$ cat src/rtl/ram_req_ctrl.sv
// Request/response front end for a synchronous-read single-port RAM with an in-order response FIFO.
// Optional build macro RAM_REQ_CTRL_WR_ACK_EN: writes also return an acknowledge response.
module ram_req_ctrl #(
    parameter int AWIDTH    = 3,
    parameter int DWIDTH    = 32,
    parameter int RSP_DEPTH = 4
) (
    input  logic              clock,
    input  logic              reset_n,
    input  logic              req_valid,
    output logic              req_ready,
    input  logic              req_we,
    input  logic [AWIDTH-1:0] req_addr,
    input  logic [DWIDTH-1:0] req_wdata,
    output logic              rsp_valid,
    input  logic              rsp_ready,
    output logic [DWIDTH-1:0] rsp_data,
    output logic [AWIDTH-1:0] rsp_addr,
    output logic              rsp_is_wr,
    output logic [AWIDTH-1:0] ram_addr,
    output logic [DWIDTH-1:0] ram_din,
    output logic              ram_we,
    input  logic [DWIDTH-1:0] ram_dout
);

    localparam int PW = (RSP_DEPTH > 1) ? $clog2(RSP_DEPTH) : 1;
    localparam int CW = $clog2(RSP_DEPTH + 1);

    logic [CW-1:0]     count_q, count_d;
    logic [PW-1:0]     wptr_q, wptr_d;
    logic [PW-1:0]     rptr_q, rptr_d;
    logic              inflight_q, inflight_d;
    logic [AWIDTH-1:0] infl_addr_q, infl_addr_d;
    logic [AWIDTH-1:0] addr_hold_q, addr_hold_d;

    logic [DWIDTH-1:0] fifo_data_q [RSP_DEPTH];
    logic [AWIDTH-1:0] fifo_addr_q [RSP_DEPTH];

`ifdef RAM_REQ_CTRL_WR_ACK_EN
    logic              infl_wr_q, infl_wr_d;
    logic [DWIDTH-1:0] infl_wdata_q, infl_wdata_d;
    logic              fifo_wr_q [RSP_DEPTH];
`endif

    logic              accept;
    logic              push;
    logic              pop;
    logic [CW:0]       occupancy;
    logic [DWIDTH-1:0] push_data;

    function automatic logic [PW-1:0] ptr_inc(input logic [PW-1:0] p);
        return (p == PW'(RSP_DEPTH - 1)) ? '0 : p + PW'(1);
    endfunction

    // Credit covers both buffered entries and the one still in the RAM pipeline,
    // so a push can never find the FIFO full; registered state only.
    assign occupancy = {1'b0, count_q} + {{CW{1'b0}}, inflight_q};
    assign req_ready = reset_n & (occupancy < (CW+1)'(RSP_DEPTH));
    assign accept    = req_valid & req_ready;
    assign push      = inflight_q;
    assign rsp_valid = (count_q != '0);
    assign pop       = rsp_valid & rsp_ready;

    assign ram_we   = accept & req_we;
    assign ram_din  = req_wdata;
    assign ram_addr = accept ? req_addr : addr_hold_q;

`ifdef RAM_REQ_CTRL_WR_ACK_EN
    assign push_data = infl_wr_q ? infl_wdata_q : ram_dout;
`else
    assign push_data = ram_dout;
`endif

    // NOTE: every always_comb target gets a default first, so no path can infer a latch.
    always_comb begin
        inflight_d  = 1'b0;
        infl_addr_d = infl_addr_q;
        addr_hold_d = addr_hold_q;
        wptr_d      = wptr_q;
        rptr_d      = rptr_q;
        count_d     = count_q;
`ifdef RAM_REQ_CTRL_WR_ACK_EN
        infl_wr_d    = infl_wr_q;
        infl_wdata_d = infl_wdata_q;
`endif

        if (accept) begin
            addr_hold_d = req_addr;
            infl_addr_d = req_addr;
`ifdef RAM_REQ_CTRL_WR_ACK_EN
            inflight_d   = 1'b1;
            infl_wr_d    = req_we;
            infl_wdata_d = req_wdata;
`else
            inflight_d   = ~req_we;
`endif
        end

        if (push) wptr_d = ptr_inc(wptr_q);
        if (pop)  rptr_d = ptr_inc(rptr_q);

        case ({push, pop})
            2'b10:   count_d = count_q + CW'(1);
            2'b01:   count_d = count_q - CW'(1);
            default: count_d = count_q;
        endcase
    end

    // NOTE: state registers use non-blocking assignments so every flop samples pre-edge values.
    always_ff @(posedge clock or negedge reset_n) begin
        if (!reset_n) begin
            count_q     <= '0;
            wptr_q      <= '0;
            rptr_q      <= '0;
            inflight_q  <= 1'b0;
            infl_addr_q <= '0;
            addr_hold_q <= '0;
`ifdef RAM_REQ_CTRL_WR_ACK_EN
            infl_wr_q    <= 1'b0;
            infl_wdata_q <= '0;
`endif
        end else begin
            count_q     <= count_d;
            wptr_q      <= wptr_d;
            rptr_q      <= rptr_d;
            inflight_q  <= inflight_d;
            infl_addr_q <= infl_addr_d;
            addr_hold_q <= addr_hold_d;
`ifdef RAM_REQ_CTRL_WR_ACK_EN
            infl_wr_q    <= infl_wr_d;
            infl_wdata_q <= infl_wdata_d;
`endif
        end
    end

    // NOTE: FIFO storage has no reset; count_q gates visibility, so stale entries are never seen.
    always_ff @(posedge clock) begin
        if (push) begin
            fifo_data_q[wptr_q] <= push_data;
            fifo_addr_q[wptr_q] <= infl_addr_q;
`ifdef RAM_REQ_CTRL_WR_ACK_EN
            fifo_wr_q[wptr_q]   <= infl_wr_q;
`endif
        end
    end

    assign rsp_data = rsp_valid ? fifo_data_q[rptr_q] : '0;
    assign rsp_addr = rsp_valid ? fifo_addr_q[rptr_q] : '0;
`ifdef RAM_REQ_CTRL_WR_ACK_EN
    assign rsp_is_wr = rsp_valid ? fifo_wr_q[rptr_q] : 1'b0;
`else
    assign rsp_is_wr = 1'b0;
`endif

endmodule

$ cat config.mk
export PLATFORM = sky130hd
export DESIGN_NAME = ram_req_ctrl
export DESIGN_NICKNAME = d
export VERILOG_FILES = /design/src/rtl/ram_req_ctrl.sv
export SDC_FILE = /design/constraint.sdc
export NUM_CORES = 1
export LEC_CHECK = 0
export BUFFER_PORTS_ARGS = -buffer_cell sky130_fd_sc_hd__buf_2
export CAP_MARGIN = 20
export CORE_MARGIN = 1.5
export CORE_UTILIZATION = 58
export CTS_CLUSTER_DIAMETER = 60
export DETAILED_ROUTE_END_ITERATION = 8
export HOLD_SLACK_MARGIN = 0.03
export MAX_ROUTING_LAYER = met4
export PLACE_DENSITY = 0.89
export SLEW_MARGIN = 20
export SYNTH_ARGS = -nofsm -noshare
export SYNTH_HDL_FRONTEND = slang
export SYNTH_SLANG_ARGS = --single-unit
$ cat constraint.sdc
create_clock -name clock -period 5.3 [get_ports clock]
set_input_delay 0.53 -clock clock [delete_from_list [all_inputs] [get_ports clock]]
set_output_delay 0.53 -clock clock [all_outputs]
set_load 0.03 [all_outputs]
# After elaboration in Yosys (flattened, before gate mapping)
# Memories as Yosys holds them, arrays and structs flattened.
# Cells that the tools add are included.
# Widths: inputs -> output; s select.
[totals]
register_bits = 14
mem_bits_rw = 140
out_inout_bits = 74
n_memories = 2
[classes]
n_addsub = 5
order_cmp = 1
eq_ne = 4
mux = 9
n_bitwise = 5
n_reduce_logical = 2
[memory_table]
columns = ["memory", "words", "word_bits", "rd", "rd_ports_with_merged_regs", "write_ports", "line", "source"]
rows = [
  ["fifo_data_q", 4, 32, 1, 0, 1, "36", "logic [DWIDTH-1:0] fifo_data_q [RSP_DEPTH];"],
  ["fifo_addr_q", 4, 3, 1, 0, 1, "37", "logic [AWIDTH-1:0] fifo_addr_q [RSP_DEPTH];"],
]
[ops]
columns = ["cell", "count"]
rows = [
  ["$mux 32", 1],
  ["$eq 2x2->1 const B", 3],
  ["$mux 3", 2],
  ["$pmux 3 s2", 1],
  ["$add 2x1->2 const B", 2],
  ["$add 3x1->4", 1],
  ["$and 1x1->1", 4],
  ["$lt 4x3->1 const B", 1],
  ["$mux 2", 2],
  ["$add 3x1->3 const B", 1],
  ["$mux 1", 3],
  ["$reduce_bool 3->1", 1],
  ["$sub 3x1->3 const B", 1],
  ["$eq 2x1->1 const B", 1],
  ["$reduce_bool 2->1", 1],
  ["$not 1->1", 1],
]

# Longest topological paths before layout
[logic_depth]
word_depth = 5
depth_mapped = 9
depth_no_buf = 8

# Worst setup path before layout
# OpenSTA, ideal clock, no wires.
[synth_path]
path_kind = "register to output"
from = "register rptr_q[0]"
to = "output port rsp_data[10]"
t_arrival_ns = 1.510
required_ns = 4.770
path_slack_ns = 3.260
path_stages_with_launch = 5
n_path_buf = 2
cell_sequence = "dfrtp_1 -> buf_4 -> buf_4 -> mux4_2 -> and2_1"
[synth_between]
elab_chain_cells = 2
[synth_rtl]
columns = ["item", "line", "source"]
rows = [
  ["start: declaration", "31", "logic [PW-1:0] rptr_q, rptr_d;"],
  ["start signal: assignment", "125", "rptr_q <= rptr_d;"],
  ["$mem_v2 4x32", "n/a", ""],
  ["$mux 32", "147", "assign rsp_data = rsp_valid ? fifo_data_q[rptr_q] : '0;"],
  ["end: declaration", "17", "output logic [DWIDTH-1:0] rsp_data,"],
]
# No other way between the ends.

# Worst setup path in the final report
[layout_path]
from = "input port reset_n"
to = "output port ram_addr[2]"
[layout_between]
elab_chain_cells = 3
[layout_rtl]
columns = ["item", "line", "source"]
rows = [
  ["start: declaration", "9", "input logic reset_n,"],
  ["$and 1x1->1", "58", "assign req_ready = reset_n & (occupancy < (CW+1)'(RSP_DEPTH));"],
  ["$and 1x1->1", "59", "assign accept = req_valid & req_ready;"],
  ["$mux 3", "n/a", ""],
  ["end: declaration", "20", "output logic [AWIDTH-1:0] ram_addr,"],
]
# No other way between the ends.

==> impl_metrics.py <==
metrics = {
    "run_status": {
        "status": "completed",
    },
    "synthesis": {
        "ys_seq_area_share_pct": 72.8,
        "synth_cell_types": 26,
        "synthCells": 314,
        "synth-seq-cells": 154,
        "syn_area_per_cell_um2": 19.9,
        "postSynth.asyncResetShare_pct": 9.09,
        "synthesis.area_mm2": 0.00625,
        "synth_edf_count": 140,
        "synth_nets": 393,
        "yosys_warnings": 0,
        "synthFlopType": "edfxtp_1",
    },
    "timing": {
        "tns_ns": 0,
        "setup_violations": 0,
        "slew_viol_final": 0,
        "finClkSkew_ns": 0.0117,
        "finalCritPeriodShare_pct": 60.4,
        "worst_slack_ns": 2.10,
        "slew_headroom_pct": 35.3,
        "period_needed_ns": 3.20,
        "timing.fmax_mhz": 313,
        "rsz0062_at_grt": "no",
        "worst_slew_pin_slew_ns": 0.971,
        "finalHoldViolations": 0,
    },
    "floorplanning": {
        "io_pins": 146,
        "start_util_pct": 60.3,
        "die_y_um": 107,
        "die_w_um": 107,
        "core_area_mm2": 0.0104,
        "dieArea_mm2": 0.0114,
        "fp-row-count": 37,
    },
    "hold_path": {
        "worstHoldStart": "req_we",
        "holdPathStages": 2,
        "hp-class": "in -> reg",
        "min_to": "inflight_q$_DFF_PN0_",
    },
    "cells_and_area": {
        "fillers": 684,
        "syn2layout_area_growth_pct": 13.5,
        "final_core_util_pct": 68.4,
        "drive_gt1_share_pct": 42.0,
        "final_cell_mix": "140 x edfxtp_1, 80 x buf_2, 36 x and2_1",
        "design_area_mm2": 0.00710,
        "instances_no_fill": 517,
        "fin_nets": 448,
        "layout_commonest_cell": "edfxtp_1",
        "diodes": 0,
    },
    "worst_setup_path": {
        "startpoint_type": "primary input",
        "reg2reg_depth": 8,
        "worstSetupPathType": "in -> out",
        "rr_endpoint": "count_q[2]$_DFFE_PN0P_",
        "required_ns": 4.77,
        "r2r_start": "count_q[0]$_DFFE_PN0P_",
        "ff2ff_setup_slack_ns": 2.79,
        "worstPathArrival_ns": 2.67,
        "path_max_fanout": 15,
        "crit_path_end_kind": "output pin",
    },
    "clock_tree": {
        "clk_pin_slew_worst_paths_ns": 0.06,
        "clock_latency_ns": 0.52,
        "cts_sinks": 154,
        "ctsResizeCount": 0,
        "clk_path_buf_depth": 2,
        "h-tree-depth": 4,
        "cts_tree": "yes",
        "cts_buffers": 17,
        "cts_root_buf": "clkbuf_8",
    },
    "route": {
        "drc": 0,
        "wire_per_inst_um": 21.0,
        "vias": 2909,
        "antenna_left": 0,
        "wl_um": 10900,
        "viasPerCell": 5.63,
        "initialDrtViolationCount": 142,
        "dr.pass1.iters": 4,
    },
    "power": {
        "ir_drop_v": 0.000306,
        "power_density_mw_per_mm2": 566,
        "power.leakage_uw": 0.00252,
    },
    "placed_design": {
        "portBuffers": 80,
        "dp_hpwl_um": 6390,
        "place_area_mm2": 0.00652,
        "dp.cells": 485,
        "pre_cts_slack_ns": 2.60,
        "globalplace.congestion": 0.719,
    },
    "run": {
        "cap_violations": 0,
    },
    "global_route": {
        "grt_pass1_vias": 3110,
        "grt_overflow_total": 0,
        "antenna_found_initial": 0,
        "grt_first_pass_wirelength_um": 16700,
        "grt_max_degree": 38,
        "track_usage_pct": 21.3,
    },
}
[final cells by class]
type | instances | area, µm² | area share, %
clock buffers | 18 | 418 | 5.89
flip-flops and latches | 154 | 4560 | 64.2
multi-input cells | 107 | 1350 | 19.1
clock inverters | 13 | 153 | 2.15
well taps | 136 | 170 | 2.40
repair buffers | 82 | 418 | 5.89
inverters | 7 | 26.3 | 0.370
[synthesized netlist by cell type, drive strengths merged, types with 2 or more instances]
cell,n,area (µm²)
and2,41,259
buf,42,309
clkbuf,4,15.0
dfrtp,14,350
edfxtp,140,4200
ha,6,75.1
inv,7,26.3
mux2,8,97.6
mux4,35,788
nor2,2,7.51
o21ai,2,10.0
or3,2,12.5
xor2,2,17.5
[worst max-delay path: stages]
cell and delay [ns]:
dlygate4sd3_1 0.51, buf_2 0.32, nand2b_1 0.15, a311oi_2 0.55, mux2_2 0.42, buf_2 0.18
[where the power goes]
group	total [µW]	internal, µW	leakage [µW]	switching, µW
clock	1150	710	0.000274	442
combinational	1290	544	0.000818	750
sequential	1570	1430	0.00143	139
[layer usage]
metal  global-route usage, %  part of all wire [%]
met3                    7.36                   6.1
met1                    25.0                    39
met5                       -                     0
met4                    9.05                   2.4
met2                    33.8                    52
[state kept, by name (all words and copies together) (netlist names)]
signal and cells:
rptr_q 2, inflight_q 1, infl_addr_q 3, addr_hold_q 3, fifo_addr_q 12, wptr_q 2
count_q 3, fifo_data_q 128
[what timing repair did]
action                    4_1_cts  5_1_grt
hold buffers                    1        0
hold endpoints to repair       14        0
setup buffers                   0        0
[stage by stage]
step / hold slack, ns / power [µW]
after floorplan: 0.234 / 2610
after global placement: 0.436 / 2870
after detailed placement: 0.450 / 2900
after CTS: 0.137 / 4060
after global routing: 0.141 / 4190
final: 0.164 / 4020
[how the worst max path moves through the flow]
stage,depth (start not counted),slack [ns],endpoint,start
5_1_grt,4,1.90,rsp_data[27],rptr_q[0]$_DFFE_PN0P_
2_1_floorplan,4,3.26,rsp_data[10],rptr_q[0]$_DFFE_PN0P_
6_report,6,2.10,ram_addr[2],reset_n
3_3_place_gp,8,2.57,count_q[2]$_DFFE_PN0P_,count_q[0]$_DFFE_PN0P_
4_1_cts,4,2.01,rsp_data[27],rptr_q[0]$_DFFE_PN0P_
3_5_place_dp,4,2.60,rsp_data[18],rptr_q[0]$_DFFE_PN0P_
[logic make-up after synthesis]
| kind of cell | count (synthesis) | share of synthesized area, % |
|---|---|---|
| buffers and inverters | 53 | 5.60 |
| xor gates and xnor gates | 3 | 0.420 |
| other | 1 | 0.0600 |
| and+or+nand+nor | 48 | 4.72 |
| adders and majority gates | 7 | 1.52 |
| DFF | 154 | 72.8 |
| AOI/OAI and AO/OA | 4 | 0.500 |
| muxes | 44 | 14.3 |
Power figures use the tool's default switching activity.
